<file path="config.mk">
export PLATFORM = sky130hd
export DESIGN_NAME = qam16_mapper
export DESIGN_NICKNAME = d
export VERILOG_FILES = /design/src/rtl/qam16_mapper_pkg.sv /design/src/rtl/qam16_mapper_sym_fifo.sv /design/src/rtl/qam16_mapper.sv
export SDC_FILE = /design/constraint.sdc
export NUM_CORES = 1
export LEC_CHECK = 0
export CAP_MARGIN = 0
export CORE_ASPECT_RATIO = 0.6
export CORE_UTILIZATION = 55
export CTS_BUF_LIST = sky130_fd_sc_hd__clkbuf_8
export DETAILED_ROUTE_END_ITERATION = 10
export PLACE_DENSITY = 0.78
export SLEW_MARGIN = 30
export SYNTH_ARGS = -nofsm -noshare
export SYNTH_HDL_FRONTEND = slang
export SYNTH_HIERARCHICAL = 1
export SYNTH_SLANG_ARGS = --single-unit
</file>
<file path="constraint.sdc">
create_clock -name clk -period 3.1 [get_ports clk]
set_input_delay 0.465 -clock clk [delete_from_list [all_inputs] [get_ports clk]]
set_output_delay 0.465 -clock clk [all_outputs]
set_load 0.02 [all_outputs]
</file>
<file path="src/rtl/qam16_mapper_pkg.sv">
// Shared QAM16 constellation definitions: 3-bit signed levels and the Gray-to-level map,
// used by both the transmit mapper and the receive-side demapper.
package qam16_mapper_pkg;

  localparam int SYM_W = 4;

  localparam logic [2:0] LVL_M3   = 3'b101;
  localparam logic [2:0] LVL_M1   = 3'b111;
  localparam logic [2:0] LVL_P1   = 3'b001;
  localparam logic [2:0] LVL_P3   = 3'b011;
  localparam logic [2:0] LVL_ZERO = 3'b000;

  typedef logic [SYM_W-1:0] symbol_t;

  // Gray-coded pair to level: adjacent levels differ by one bit
  function automatic logic [2:0] gray_to_level(input logic [1:0] g);
    logic [2:0] lvl;
    case (g)
      2'b00:   lvl = LVL_M3;
      2'b01:   lvl = LVL_M1;
      2'b11:   lvl = LVL_P1;
      default: lvl = LVL_P3;
    endcase
    return lvl;
  endfunction

endpackage

</file>
<file path="src/rtl/qam16_mapper_sym_fifo.sv">
// Two-entry symbol queue between the bit assembler and the symbol-rate mapper.
// A push into a full queue is accepted only when a pop happens on the same edge.
module sym_fifo
  import qam16_mapper_pkg::*;
(
  input  logic       clk,
  input  logic       rst_n,
  input  logic       push,
  input  symbol_t    wdata,
  input  logic       pop,
  output symbol_t    rdata,
  output logic       full,
  output logic       empty,
  output logic [1:0] count
);

  symbol_t mem [2];
  logic    wr_ptr;
  logic    rd_ptr;
  logic    do_push;
  logic    do_pop;

  assign full    = (count == 2'd2);
  assign empty   = (count == 2'd0);
  assign do_pop  = pop && !empty;
  assign do_push = push && (!full || do_pop);
  assign rdata   = mem[rd_ptr];

  always_ff @(posedge clk or negedge rst_n) begin
    if (!rst_n) begin
      wr_ptr <= 1'b0;
      rd_ptr <= 1'b0;
      count  <= 2'd0;
    end else begin
      if (do_push) wr_ptr <= ~wr_ptr;
      if (do_pop)  rd_ptr <= ~rd_ptr;
      case ({do_push, do_pop})
        2'b10:   count <= count + 2'd1;
        2'b01:   count <= count - 2'd1;
        default: count <= count;
      endcase
    end
  end

  // Storage needs no reset; the pointers and count define what is valid
  always_ff @(posedge clk) begin
    if (do_push) mem[wr_ptr] <= wdata;
  end

endmodule

</file>
<file path="src/rtl/qam16_mapper.sv">
// Serial-bit to QAM16 I/Q mapper: assembles 4-bit symbols, queues them, and emits one
// Gray-mapped I/Q pair per SPS-cycle symbol period, held stable for the whole period.
module qam16_mapper
  import qam16_mapper_pkg::*;
#(
  parameter int SPS = 8
) (
  input  logic       clk,
  input  logic       rst_n,
  input  logic       din,
  input  logic       din_valid,
  output logic       din_ready,
  output logic [2:0] I,
  output logic [2:0] Q,
  output logic       sym_strobe,
  output logic       underflow,
  output logic       underflow_sticky
);

  localparam int PW = $clog2(SPS);

  if ((SPS < 2) || (SPS > 64) || ((SPS & (SPS - 1)) != 0)) begin : g_bad_sps
    $error("qam16_mapper: SPS must be a power of two in 2..64");
  end

  logic [PW-1:0] phase;
  logic [1:0]    bit_cnt;
  logic [2:0]    sr;
  logic          accept;
  logic          sym_done;
  logic          boundary;
  symbol_t       head;
  logic          fifo_full;
  logic          fifo_empty;
  logic [1:0]    fifo_count;

  assign boundary   = (phase == PW'(SPS - 1));
  assign sym_strobe = (phase == '0);
  assign din_ready  = !((bit_cnt == 2'd3) && fifo_full);
  assign accept     = din_valid && din_ready;
  assign sym_done   = accept && (bit_cnt == 2'd3);

  sym_fifo u_fifo (
    .clk   (clk),
    .rst_n (rst_n),
    .push  (sym_done),
    .wdata ({sr, din}),
    .pop   (boundary),
    .rdata (head),
    .full  (fifo_full),
    .empty (fifo_empty),
    .count (fifo_count)
  );

  always_ff @(posedge clk or negedge rst_n) begin
    if (!rst_n) phase <= '0;
    else        phase <= phase + PW'(1);
  end

  always_ff @(posedge clk or negedge rst_n) begin
    if (!rst_n) begin
      bit_cnt <= 2'd0;
      sr      <= 3'd0;
    end else if (accept) begin
      if (bit_cnt == 2'd3) begin
        bit_cnt <= 2'd0;
      end else begin
        sr      <= {sr[1:0], din};
        bit_cnt <= bit_cnt + 2'd1;
      end
    end
  end

  // I/Q only change at the period boundary, so they are stable across phases 0..SPS-1
  always_ff @(posedge clk or negedge rst_n) begin
    if (!rst_n) begin
      I                <= LVL_ZERO;
      Q                <= LVL_ZERO;
      underflow        <= 1'b0;
      underflow_sticky <= 1'b0;
    end else begin
      underflow        <= boundary && fifo_empty;
      underflow_sticky <= underflow_sticky || (boundary && fifo_empty);
      if (boundary) begin
        if (!fifo_empty) begin
          I <= gray_to_level(head[3:2]);
          Q <= gray_to_level(head[1:0]);
        end else begin
          I <= LVL_ZERO;
          Q <= LVL_ZERO;
        end
      end
    end
  end

  assert property (@(posedge clk) disable iff (!rst_n)
    (fifo_full == (fifo_count == 2'd2)) && (fifo_empty == (fifo_count == 2'd0)));

endmodule

</file>
Word-level counts from Yosys, hierarchy flattened
Memory sizes are Yosys's and may differ from the RTL's.
Cells that the tools add are included.
Widths: inputs -> output; s select.
Storage, ports and cells
  register bits: 20
  memory bits (writable): 8
  input bits: 4
  output and inout port bits: 10
  logic and storage cells: 52
  memories kept: 1
Memories
  u_fifo.mem: depth 2, bits a word 4, rd ports 1, clocked after memory_dff 0, wr ports 1, RTL line qam16_mapper_sym_fifo.sv:17  | symbol_t mem [2];
Cells by class
  add/sub/neg operators: 4
  equal/unequal tests: 9
  multiplexer cells: 8
  bitwise gates (word level): 3
  reductions and logical operators: 17
Operators with widths (number)
  $pmux 3 s3: 2
  $eq 2x2->1 const B: 5
  $eq 2x1->1 const B: 3
  $logic_and 1x1->1: 6
  $logic_not 2->1: 3
  $mux 3: 2
  $add 2x1->2 const B: 2
  $pmux 2 s2: 1
  $add 3x1->3 const B: 1
  $eq 3x3->1 const B: 1
  $logic_not 1->1: 3
  $logic_not 3->1: 1
  $not 1->1: 3
  $logic_or 1x1->1: 2
  $mux 1: 2
  $mux 2: 1
  $reduce_and 2->1: 1
  $reduce_bool 2->1: 1
  $sub 2x1->2 const B: 1

Logic depth before layout (Yosys ltp)
Gate-level depths: netlist of run 1.
  depth in word-level cells: 8
  depth in mapped cells: 8
  mapped depth without buffers: 8

Cells and area by module
Netlist of run 1, hierarchy kept.
By module, submodules not included
  qam16_mapper: times used 1, cells each 60, area an instance 732.0 um^2, sequential area each 375.4 um^2
  sym_fifo: times used 1, cells each 31, area an instance 503.0 um^2, sequential area each 340.3 um^2

Worst setup path before layout of run 1
OpenSTA, ideal clock, no wires.
  kind: reg-to-reg
  from: reg phase[0]
  to: reg u_fifo.count[1]
  setup time: 0.079 ns
  arrival time: 1.588 ns
  required time: 3.021 ns
  path slack: 1.433 ns
  stages on the path, launching flop included: 7
  buffers on the path: 0
  clock period less this slack: 1.667 ns
  path through: dfrtp_1 > ha_1 > ha_1 > nor2b_2 > ha_1 > nor2_1 > xor2_1
On the way
  longest elaborated chain between the ends: 6
  elaborated cells between the ends (all ways): 8
  those cells by class: eq/ne (3); mux (1); reduce/logical (4)
RTL lines
  from (decl): RTL line qam16_mapper.sv:26  | logic [PW-1:0] phase;
  from (signal assigned): RTL line qam16_mapper.sv:57  | else phase <= phase + PW'(1);
  $eq 3x3->1 (*): RTL line qam16_mapper.sv:37  | assign boundary = (phase == PW'(SPS - 1));
  net boundary: RTL line qam16_mapper.sv:31  | logic boundary;
  $logic_and 1x1->1 (*): RTL line qam16_mapper_sym_fifo.sv:25  | assign do_pop = pop && !empty;
  net u_fifo.do_pop: RTL line qam16_mapper_sym_fifo.sv:21  | logic do_pop;
  $logic_or 1x1->1: RTL line qam16_mapper_sym_fifo.sv:26  | assign do_push = push && (!full || do_pop);
  $logic_and 1x1->1: RTL line qam16_mapper_sym_fifo.sv:26
  $eq 2x1->1 or $eq 2x2->1 (tied branches): RTL line qam16_mapper_sym_fifo.sv:37  | case ({do_push, do_pop})
  $pmux 2 s2 or $reduce_bool 2->1 (tied branches)
  to (signal assigned): RTL line qam16_mapper_sym_fifo.sv:38  | 2'b10: count <= count + 2'd1;
  to (signal assigned): RTL line qam16_mapper_sym_fifo.sv:39  | 2'b01: count <= count - 2'd1;
  to (signal assigned): RTL line qam16_mapper_sym_fifo.sv:40  | default: count <= count;
  to (decl): RTL line qam16_mapper_sym_fifo.sv:14  | output logic [1:0] count
Mark *: on every way through the listed nets, which the timed path passes. The rest lies on a longest branch.
A chain may end at the register's enable or synchronous reset.

Worst setup path in the final report of run 1
  from: reg bit_cnt[0]
  to: out din_ready
On the way
  longest elaborated chain between the ends: 3
RTL lines
  from (decl): RTL line qam16_mapper.sv:27  | logic [1:0] bit_cnt;
  from (signal assigned): RTL line qam16_mapper.sv:69  | bit_cnt <= bit_cnt + 2'd1;
  $eq 2x2->1: RTL line qam16_mapper.sv:39  | assign din_ready = !((bit_cnt == 2'd3) && fifo_full);
  $logic_and 1x1->1: RTL line qam16_mapper.sv:39
  $logic_not 1->1: RTL line qam16_mapper.sv:39
  to (decl): RTL line qam16_mapper.sv:12  | output logic din_ready,
No other way between the ends.

==> impl.org, run 1 <==
** Place
- Setup WS pre-CTS :: 1020 ps
- Port buffering added 13 buffers.
- At the end of routability-driven placement, the weighted congestion stood at 0.658.
- Hpwl dp :: 1290 µm
- Dpl cell area :: 1390 µm²

** Route
- Number of DRC violations after detailed-routing iteration 0 :: 11
- Max layer used :: met4
- Using the TritonRoute via totals, the vias-per-cell ratio works out to 4.93.
- First-pass iteration count of the detailed router :: 2
- Average wire per cell in the routed design :: 12.9 µm
- Total via count after detailed routing :: 666
- The detail route stage leaves a number of antenna-violating nets equal to 0.
- After detailed routing, the number of remaining DRC violations is 0.
- Summed over all layers, the routed wires come to 1740 µm.
- Total routed wire length on the met1 layer :: 861 µm
- Wire length on met3 :: 69 µm
- In the detailed route, the total length drawn on met2 is 804 µm.

** Timing
- The count of final hold-check violations was 0.
- Total setup violations reported at the end of the flow :: 0
- Aggregate negative setup slack :: 0 ps
- Worst Setup Slack, final :: 1010 ps
- Static timing analysis puts the maximum clock frequency at 478 MHz.
- Measured against its own limit, the worst slew margin works out to 71.5%.
- Clock period minus worst slack :: 2090 ps
- Transition time at the pin with the least slew margin :: 428 ps
- Unrepaired setup endpoints after global routing :: false
- Number of pins exceeding their max-slew limit in the final report :: 0
- Share of the clock period used by the worst path :: 67.5%
- Final setup skew :: 4.66 ps

** Global routing
- The initial antenna violation count is 0.
- Pin count of the biggest net entering global routing :: 20
- First-pass GRT wire length :: 3020 µm
- Number of global-route vias before repair :: 650
- For this run the aggregate overflow at the end of global routing stands at 0.
- Total routing resource utilization after global routing :: 17.7%

** Final layout
- Fill cells in the final layout number 141.
- Final design instance area without fill :: 1430 µm²
- Number of inserted diodes :: 0
- Layout cells sized above 1 :: 19.6%
- Layout overhead on the synthesized area :: 16.1%
- Net count reported at finish :: 123

** Critical path
- The critical path is of the flop to output port type.
- Critical Path, Cell by Cell :: ha_1 -> nand2_1 -> clkdlybuf4s50_1
- At the worst endpoint, the arrival time is 1630 ps.
- STA classifies the critical path endpoint as an output port.
- Counting both buffers and inverters, the worst setup path holds a total of 1.
- Max incr delay on CP :: 600 ps
- The worst setup path is launched from a flop.
- CP max FO :: 5
- Critical path's top delay family :: buffers and inverters
- The slowest stage of the critical path belongs to the cell sky130_fd_sc_hd__clkdlybuf4s50_1.
- STA puts the critical path data required time at 2630 ps.

** Floorplanning
- Starting density of the core :: 62.3%
- The die is 38.7 µm tall.
- # IOs :: 14
- The core region is 1980 µm².
- Die area :: 2450 µm²
- Width of the die :: 63.2 µm
- Standard-cell row count :: 12

** Clock network
- Count of cells resized by post-cts repair :: 0
- Root buffer selected by CTS :: sky130_fd_sc_hd__clkbuf_8
- CTS buffer count :: 3
- After clock tree synthesis, the clock-pin slew on the worst setup and hold paths is 90 ps.
- For the worst-skew pair, the clock arrives at the later sink with an insertion delay of 270 ps.
- Post-CTS setup repair buffer count :: 0
- Clock tree from TritonCTS :: built
- Buffer depth of the longest clock path :: 2
- Clock tree synthesis found a total of 27 sinks.
- CTS built an H-tree with a depth of 1.
- Cts hold-fix bufs :: 0

** Yosys
- Total number of yosys warnings :: 6
- Synthesis instantiated 24 different standard cells from the library.
- Counting every net in the synthesized netlist gives 106.
- Sequential fraction of the synthesis area :: 58.0%
- Summing every instance area after synthesis gives 1230 µm².
- Averaged over all synthesized cells, the footprint is 13.6 µm².
- Synthesis produced a netlist whose cell count is 91.
- Number of flip-flops and latches in the synthesized netlist :: 27

** Power
- For this design the ratio of total power to cell area is 815 nW/µm².
- Worst VDD drop :: 601 µV
- Summed over all cells, the static leakage comes to 0.651 nW.

** Outcome
- The flow ran to the end, and the final reports show no timing, DRC or antenna violations.

** Hold path
- The worst hold path belongs to the class primary input to asynchronous set/reset pin.

** Flow run
- Number of violations of the max-capacitance limit :: 0
## stage by stage
| stage | instances | utilization [%] | power, mW | hold WS (ps) |
|---|---|---|---|---|
| 6_report | 135 | 72.3 | 1.17 | 121 |
| 5_1_grt | 135 | 72.3 | 1.25 | 149 |
| 4_1_cts | 135 | 72.6 | 1.18 | 470 |
| 3_5_place_dp | 131 | 70.3 | 0.987 | 455 |
| 3_3_place_gp | 131 | 70.3 | 0.965 | 429 |
| 2_1_floorplan | 91 | - | 0.846 | 169 |
## cell usage after synthesis
cell type                  number  share of area (%)
sky130_fd_sc_hd__a21boi_2       1               0.91
sky130_fd_sc_hd__and2_2         1               0.61
sky130_fd_sc_hd__and3b_1        1               0.71
sky130_fd_sc_hd__buf_4          1               0.61
sky130_fd_sc_hd__dfrtp_1       19                 39
sky130_fd_sc_hd__edfxtp_1       8                 19
sky130_fd_sc_hd__ha_1          11                 11
sky130_fd_sc_hd__inv_1         14                4.3
sky130_fd_sc_hd__mux2_2         8                7.3
sky130_fd_sc_hd__mux2i_1        1               0.81
sky130_fd_sc_hd__nand2_1        1               0.30
sky130_fd_sc_hd__nand2b_2       1               0.71
sky130_fd_sc_hd__nand2b_4       2                2.2
sky130_fd_sc_hd__nand3b_1       1               0.61
sky130_fd_sc_hd__nor2_1         6                1.8
sky130_fd_sc_hd__nor2b_1        1               0.51
sky130_fd_sc_hd__nor2b_2        2                1.4
sky130_fd_sc_hd__o21ai_0        2               0.81
sky130_fd_sc_hd__o21ai_4        1                1.3
sky130_fd_sc_hd__o22ai_1        1               0.51
sky130_fd_sc_hd__o32ai_1        2                1.4
sky130_fd_sc_hd__or2_1          1               0.51
sky130_fd_sc_hd__xnor2_1        3                2.1
sky130_fd_sc_hd__xor2_1         2                1.4
## layout by cell type, fill, tap and decap left out, types with 2 or more instances in the layout
cell type / synthesis / routed
sky130_fd_sc_hd__dfrtp_1: 19 / 19
sky130_fd_sc_hd__xor2_1: 2 / 2
sky130_fd_sc_hd__nand2b_4: 2 / 2
sky130_fd_sc_hd__nor2_1: 6 / 6
sky130_fd_sc_hd__edfxtp_1: 8 / 8
sky130_fd_sc_hd__clkdlybuf4s50_1: 0 / 12
sky130_fd_sc_hd__inv_1: 14 / 14
sky130_fd_sc_hd__o21ai_0: 2 / 2
sky130_fd_sc_hd__o32ai_1: 2 / 2
sky130_fd_sc_hd__mux2_2: 8 / 8
sky130_fd_sc_hd__ha_1: 11 / 11
sky130_fd_sc_hd__clkbuf_8: 0 / 3
sky130_fd_sc_hd__xnor2_1: 3 / 3
sky130_fd_sc_hd__nor2b_2: 2 / 2
## flip-flops by register name, indices dropped and copies added (netlist names)
name,count
underflow,1
u_fifo/mem,8
u_fifo/wr_ptr,1
underflow_sticky,1
bit_cnt,2
u_fifo/count,2
u_fifo/rd_ptr,1
sr,3
Q,2
phase,3
I,3
## area by class of cell
type / instances / area, µm² / area share (%)
inverter: 14 / 52.6 / 3.66
tap: 28 / 35.0 / 2.44
multi-input combinational: 49 / 459 / 32.0
sequential: 27 / 716 / 49.9
clock buffer: 3 / 41.3 / 2.88
timing repair buffer: 13 / 125 / 8.73
clock inverter: 1 / 5.00 / 0.349
## cells by family after synthesis
group / after synthesis / share of synthesized area, %
and+or+nand+nor: 17 / 9.42
muxes: 9 / 8.11
adders and majority gates: 11 / 11.1
buffers and inverters: 15 / 4.86
AOI/OAI and AO/OA: 7 / 4.97
xor gates and xnor gates: 5 / 3.55
DFF: 27 / 58.0
## final timing paths
kind | start | to | slack [ps] | depth (start not counted)
max | bit_cnt[0] | din_ready | 1010 | 3
min | rst_n | bit_cnt[0] | 120 | 1
max reg2reg | phase[0] | u_fifo/count[1] | 1210 | 6
min reg2reg | phase[0] | phase[0] | 460 | 1
max in group asynchronous | rst_n | u_fifo/count[1] | 2680 | 1
min in group clk | phase[0] | phase[0] | 460 | 1
## per-layer routing
| layer | GRT usage, % | vias to the layer above |
|---|---|---|
| met1 | 22.4 | 322 |
| met5 | 0 | - |
| met4 | 5.11 | 0 |
| met2 | 29.6 | 11 |
| met3 | 6.18 | 2 |
| li1 | - | 331 |
## power by group
group | switching [mW] | leakage, nW | internal [mW] | total [mW]
Combinational | 0.198 | 0.325 | 0.218 | 0.417
Sequential | 0.0824 | 0.300 | 0.480 | 0.562
Clock | 0.100 | 0.0255 | 0.0898 | 0.190
Total | 0.381 | 0.651 | 0.788 | 1.17
(Power assumes the default switching activity.)
==> inputs of run 2 (changes only) <==
CORE_UTILIZATION = 51   (was 55)
PLACE_DENSITY = 0.76   (was 0.78)
clock period = 1.8 ns   (was 3.1 ns; I/O delays follow)
==> run 2 against run 1 <==
Against the previous run:
- count of clock-buffer cells in the layout is the same
- utilization shrank 6.0 points
- cell area grew 3.1%
- setup slack lost 890 ps
- die area grew 7.5%
- sequential share of layout area shrank 1.5 points
- flip-flop and latch count is the same
- largest cell class unchanged
- clock skew shrank 3.3 ps
==> impl.org, run 2 (synthesis gave the netlist of run 1 again) <==
** Global routing
- First-pass GRT wire length :: 2970 µm
- Total routing resource utilization after global routing :: 16.2%
- Number of antenna violations at the first check in global routing :: 0
- Number of global-route vias before repair :: 677
- After global routing the overflow that remains totals 0.
- Entering global routing, the biggest net connects 20 pins.

** Clock network
- Counting along the longest clock path gives a buffer depth of 2.
- Register clock-pin slew on the reported worst setup and hold paths :: 80 ps
- Cts hold-fix bufs :: 0
- Clock tree synthesis inserted a total of 3 buffers.
- Post-CTS setup repair buffer count :: 0
- Clock tree synthesis found a total of 27 sinks.
- TritonCTS built the clock tree.
- At the later pin of the worst-skew pair, clock insertion delay measures 260 ps.
- Root buffer selected by CTS :: sky130_fd_sc_hd__clkbuf_8
- CTS built an H-tree with a depth of 1.

** Floorplanning
- Overall die height :: 40.1 µm
- Standard-cell row count :: 13
- Width of the die :: 65.5 µm
- Placeable core region :: 2230 µm²
- During I/O placement, the number of pins put on the boundary was 14.
- The initial utilization of the core area, before any placement, comes to 55.4%.
- Die area :: 2630 µm²

** Route
- Average wire per cell in the routed design :: 12.4 µm
- First-pass iteration count of the detailed router :: 4
- The detail route stage leaves a number of antenna-violating nets equal to 0.
- In the routed design, unresolved DRC markers number 0.
- The detailed router finished its first iteration with 21 violations.
- The detailed router placed 679 vias in this run.
- In the routed layout, each cell is associated on average with a via count of 4.78.
- Detailed-route wire length :: 1760 µm

** Timing
- Setup violations remaining at the end of the flow were counted as 0.
- Headroom to the max-slew limit came out at 81.9%.
- For the final database, setup skew stands at 1.32 ps.
- Number of pins exceeding their max-slew limit in the final report :: 0
- Aggregate negative setup slack :: 0 ps
- The count of final hold-check violations was 0.
- Dividing the final minimum period by the clock period gives 93.3%.
- Clock period minus worst slack :: 1680 ps
- Fmax :: 595 MHz
- Unrepaired setup endpoints after global routing :: false
- Transition time at the pin with the least slew margin :: 271 ps

** Critical path
- For this design, the slowest cell found on the critical path is sky130_fd_sc_hd__dfrtp_1.
- Required time of the critical path :: 2000 ps
- Arrival time at the worst endpoint :: 1880 ps
- Kind of capture point of the worst setup path :: flop
- STA classifies the critical path startpoint as a flop.
- Critical Path, Cell by Cell :: nand2b_4 -> inv_1 -> and3b_1 -> o21ai_4 -> ha_1 -> nor2_1 -> xor2_1
- Max incr delay on CP :: 420 ps
- The critical path in this run is classified as flop to flop.
- CP max FO :: 4

** Final layout
- Final design instance area without fill :: 1480 µm²
- Layout cells sized above 1 :: 22.3%
- At the end of the flow, the number of nets in the layout was 128.
- The repair_antennas step left the layout with diodes totalling 0.
- The filler cells instantiated in the layout total 168.
- The library cell used most frequently in the layout, excluding fill and tap cells, is sky130_fd_sc_hd__dfrtp_1.
- Counting flops per register, the top entry is u_fifo/mem.
- Max reg flops :: 8
- Layout overhead on the synthesized area :: 19.7%
- The library cells used most frequently in the layout, excluding fill and tap cells, are 19 x sky130_fd_sc_hd__dfrtp_1, 15 x sky130_fd_sc_hd__inv_1, 11 x sky130_fd_sc_hd__clkdlybuf4s50_1.

** Hold path
- In this run the worst hold path is classified as primary input to asynchronous set/reset pin.

** Power
- Ratio of total power to cell area :: 1360 nW/µm²
- Static power due to leakage :: 0.678 nW
- Across the VDD grid, the largest voltage drop is 883 µV.

** Outcome
- The run finished with clean final reports.

** Place
- The congestion estimate from routability-driven global placement came to 0.688.
- The placed instances occupy a cell area of 1430 µm².
- Port buffering added 13 buffers.
- The HPWL after detailed placement is 1360 µm.

** Flow run
- Number of violations of the max-capacitance limit :: 0
-- run 2: stage by stage --
stage | hold WS [ps] | setup slack (ps) | cells | power [mW] | utilization, %
2_1_floorplan | -25.6 | 133 | 91 | 1.46 | -
3_3_place_gp | 429 | 115 | 138 | 1.68 | 64.3
3_5_place_dp | 441 | 52.3 | 138 | 1.71 | 64.3
4_1_cts | 343 | 71.6 | 142 | 2.04 | 66.2
5_1_grt | 375 | 3.97 | 142 | 2.15 | 66.3
6_report | 336 | 120 | 142 | 2.02 | 66.3
-- run 2: final cells by class --
type | count | area [µm²] | area share [%]
Clock buffer | 3 | 41.3 | 2.79
Tap cell | 30 | 37.5 | 2.54
Multi-Input combinational cell | 49 | 462 | 31.2
Sequential cell | 27 | 716 | 48.4
Timing Repair Buffer | 18 | 165 | 11.2
Clock inverter | 1 | 3.75 | 0.254
Inverter | 14 | 52.6 | 3.56
-- run 2: worst max-delay path: cells and delay by family, from the launching register on --
kind / cells / cell delay (ps)
AND/OR/NAND/NOR: 3 / 560
flip-flops: 1 / 420
adder cells (fa/ha/maj): 1 / 330
XOR/XNOR: 1 / 140
AO/OA/AOI/OAI: 1 / 80
buffers and inverters: 1 / 70
-- run 2: timing repair --
item	CTS	global route
gates resized for setup	2	1
setup endpoints to repair	2	1
pin swaps	0	1
-- run 2: path summary, 6_finish.rpt --
kind	startpoint	endpoint	cells past startpoint	slack, ps
max	u_fifo/count[0]	u_fifo/count[1]	7	120
min	rst_n	Q[2]	2	340
max reg2reg	u_fifo/count[0]	u_fifo/count[1]	7	120
min reg2reg	phase[0]	phase[0]	1	450
max in group asynchronous	rst_n	underflow_sticky	2	1260
min in group clk	phase[0]	phase[0]	1	450
-- run 2: report_power, final --
part | switching (mW) | leakage, nW | total (mW) | internal, mW
combinational | 0.340 | 0.351 | 0.724 | 0.384
sequential | 0.140 | 0.300 | 0.966 | 0.826
clock | 0.173 | 0.0269 | 0.326 | 0.153
total | 0.653 | 0.678 | 2.02 | 1.36
-- run 2: per-layer routing --
metal	wire, µm	up-vias	GRT usage [%]
met5	0	-	0
met4	5	0	3.26
met1	929	326	22.0
met3	55	2	5.11
li1	-	341	-
met2	770	10	26.0
==> inputs of run 3 (changes only) <==
==> constraint.sdc (replaced) <==
create_clock -name clk -period 1.8 [get_ports clk]
set_input_delay 0.27 -clock clk [delete_from_list [all_inputs] [get_ports clk]]
set_output_delay 0.27 -clock clk [all_outputs]
set_load 0.005 [all_outputs]
==> run 3 against run 2 <==
Against the previous run:
- clock skew about the same
- register-to-register slack gained 30 ps
- power fell by 3.6%
- non-clock buffer count is the same
- sequential share of layout area fell by 0.24 points
- maximum frequency down 2.4%
- cell count stayed put
- cell area grew 0.51%
- clock power barely moved
- wire length is 0.11% higher
- sequential power is essentially flat
- largest cell class unchanged
- largest power group unchanged
==> impl.org, run 3 (synthesis gave the netlist of run 1 again) <==
** Floorplanning
- The die covers 2630 µm².
- Once the floorplan was initialized, standard cells occupied 55.4% of the core.
- Width of the die :: 65.5 µm
- Standard-cell row count :: 13
- Placeable core region :: 2230 µm²
- Overall die height :: 40.1 µm
- 14 I/O pins were placed.

** Timing
- For the final routed database, the setup TNS stands at 0 ps.
- Worst rel slew slack :: 81.9%
- Unrepaired setup endpoints after global routing :: false
- Number of pins exceeding their max-slew limit in the final report :: 0
- Fmax :: 581 MHz
- Clock period minus worst slack :: 1720 ps
- Setup slack closes at 77.6 ps.
- For the pin with the worst max-slew slack, the measured transition is 271 ps.
- Clock skew on the completed layout was measured at 1.42 ps.
- Number of hold violations in the final report :: 0
- Setup violations remaining at the end of the flow were counted as 0.
- After layout, the worst path uses 95.7% of the clock period.

** Global routing
- Global-route congestion overflow total :: 0
- Number of global-route vias before repair :: 677
- Entering global routing, the biggest net connects 20 pins.
- Number of antenna violations at the first check in global routing :: 0
- The first global-routing pass estimated 2970 µm of wire.
- Total routing resource utilization after global routing :: 16.2%

** Clock network
- The tree is rooted in a sky130_fd_sc_hd__clkbuf_8.
- TritonCTS built the clock tree.
- Register clock-pin slew on the reported worst setup and hold paths :: 80 ps
- Clock latency on the worst-skew pair :: 260 ps
- Number of H-tree levels :: 1
- CTS buffer count :: 3
- Total clock sinks :: 27
- Buffer depth of the longest clock path :: 2
- Once the clock tree was built, the setup fixing pass inserted 0 buffers.

** Outcome
- The run finished with clean final reports.

** Place
- Weighted congestion reported at the end of routability-driven placement :: 0.688
- Detailed placement finished with a half-perimeter wire length of 1360 µm.
- Before CTS, the worst setup slack after placement is 52.3 ps.
- Dpl cell area :: 1430 µm²
- The count of buffers added on input and output ports is 13.

** Final layout
- For this run, the share of the core covered by cells in the final layout is 66.6%.
- Final design instance area without fill :: 1490 µm²
- Max reg flops :: 8
- Most flops, register :: u_fifo/mem
- Number of inserted diodes :: 0
- Most common cell after layout, fill and taps aside :: sky130_fd_sc_hd__dfrtp_1
- In the final layout, flip-flops and latches occupy 716 µm².
- Leaving out fill and tap cells, the most frequent cells in the layout are 19 x sky130_fd_sc_hd__dfrtp_1, 14 x sky130_fd_sc_hd__inv_1, 12 x sky130_fd_sc_hd__clkdlybuf4s50_1.
- The area growth from synthesis to layout is 20.3%.
- Multi-input gate area :: 464 µm²
- Layout cells sized above 1 :: 24.1%
- After filler insertion, the fill cell instance count of the layout stands at 166.
- Net count reported at finish :: 128

** Flow run
- Number of violations of the max-capacitance limit :: 0

** Critical path
- The worst setup path is captured at an output port.
- Category of the worst setup path launch point :: flop
- CP max FO :: 4
- The critical path is of the flop to output port type.
- Required time of the critical path :: 1530 ps
- Data arrives at the worst endpoint at 1450 ps.

** Route
- Detailed-route wire length :: 1760 µm
- Number of DRC violations after detailed-routing iteration 0 :: 21
- Average wire per cell in the routed design :: 12.4 µm
- After detailed routing, the number of remaining DRC violations is 0.
- The detailed router placed 682 vias in this run.
- Once detail routing completed, the nets flagged for antenna violations numbered 0.
- Using the TritonRoute via totals, the vias-per-cell ratio works out to 4.80.
- The first detailed-routing pass took 4 iterations.

** Power
- Power spread over the standard cell area amounts to 1310 nW/µm².
- Static power due to leakage :: 0.690 nW
- Across the VDD grid, the largest voltage drop is 881 µV.

** Hold path
- Type of the most critical hold path :: primary input to asynchronous set/reset pin
[run 3: cell count changes in the layout (fill, tap and decap cells not counted)]
cell,delta
sky130_fd_sc_hd__dlygate4sd2_1,-2
sky130_fd_sc_hd__clkdlybuf4s50_1,+1
sky130_fd_sc_hd__dlymetal6s2s_1,+1
sky130_fd_sc_hd__ha_1,-1
sky130_fd_sc_hd__ha_2,+1
sky130_fd_sc_hd__inv_1,-1
sky130_fd_sc_hd__inv_2,+1
[run 3: final cells by class]
type,instances,share of cell area [%]
Timing Repair Buffer,18,11.5
Multi-Input combinational cell,49,31.3
Clock buffer,3,2.78
Inverter,14,3.54
Tap cell,30,2.53
Sequential cell,27,48.2
Clock inverter,1,0.253
[run 3: critical path, stage by stage (launching register included)]
cell and delay (ps):
sky130_fd_sc_hd__dfrtp_1 420, sky130_fd_sc_hd__nand2b_4 170, sky130_fd_sc_hd__inv_2 50, sky130_fd_sc_hd__nand2_1 60, sky130_fd_sc_hd__clkdlybuf4s50_1 490
[run 3: path summary, 6_finish.rpt]
kind	startpoint	to	slack, ps	depth (start not counted)
max	u_fifo/count[0]	din_ready	80	4
max reg2reg	u_fifo/count[0]	u_fifo/count[1]	150	7
min in group clk	phase[0]	phase[0]	450	1
min reg2reg	phase[0]	phase[0]	450	1
max in group asynchronous	rst_n	underflow_sticky	1260	2
min	rst_n	Q[2]	340	2
[run 3: per-stage QoR]
stage | instances | power [mW] | hold slack (ps)
detailed placement | 138 | 1.63 | 441
global route | 142 | 2.08 | 375
global placement | 138 | 1.59 | 429
floorplan | 91 | 1.38 | -25.6
finish | 142 | 1.94 | 336
CTS | 142 | 1.96 | 343
[run 3: where the power goes]
part	switching [mW]	total, mW	internal, mW	leakage (nW)
Clock	0.173	0.326	0.153	0.0269
Combinational	0.260	0.650	0.390	0.364
Sequential	0.141	0.967	0.826	0.300
Total	0.574	1.94	1.37	0.690
[run 3: repair_timing]
action                                  4_1_cts  5_1_grt
endpoints found under the setup margin        0        3
resized for setup                             0        4
hold buffers                                  0        0
[run 3: per-layer routing]
metal	up-vias	part of all wire (%)	global-route usage, %
met5	-	0	0
met4	0	0.28	3.26
met2	10	44	26.0
li1	343	-	-
met1	327	53	22.0
met3	2	3.1	5.11
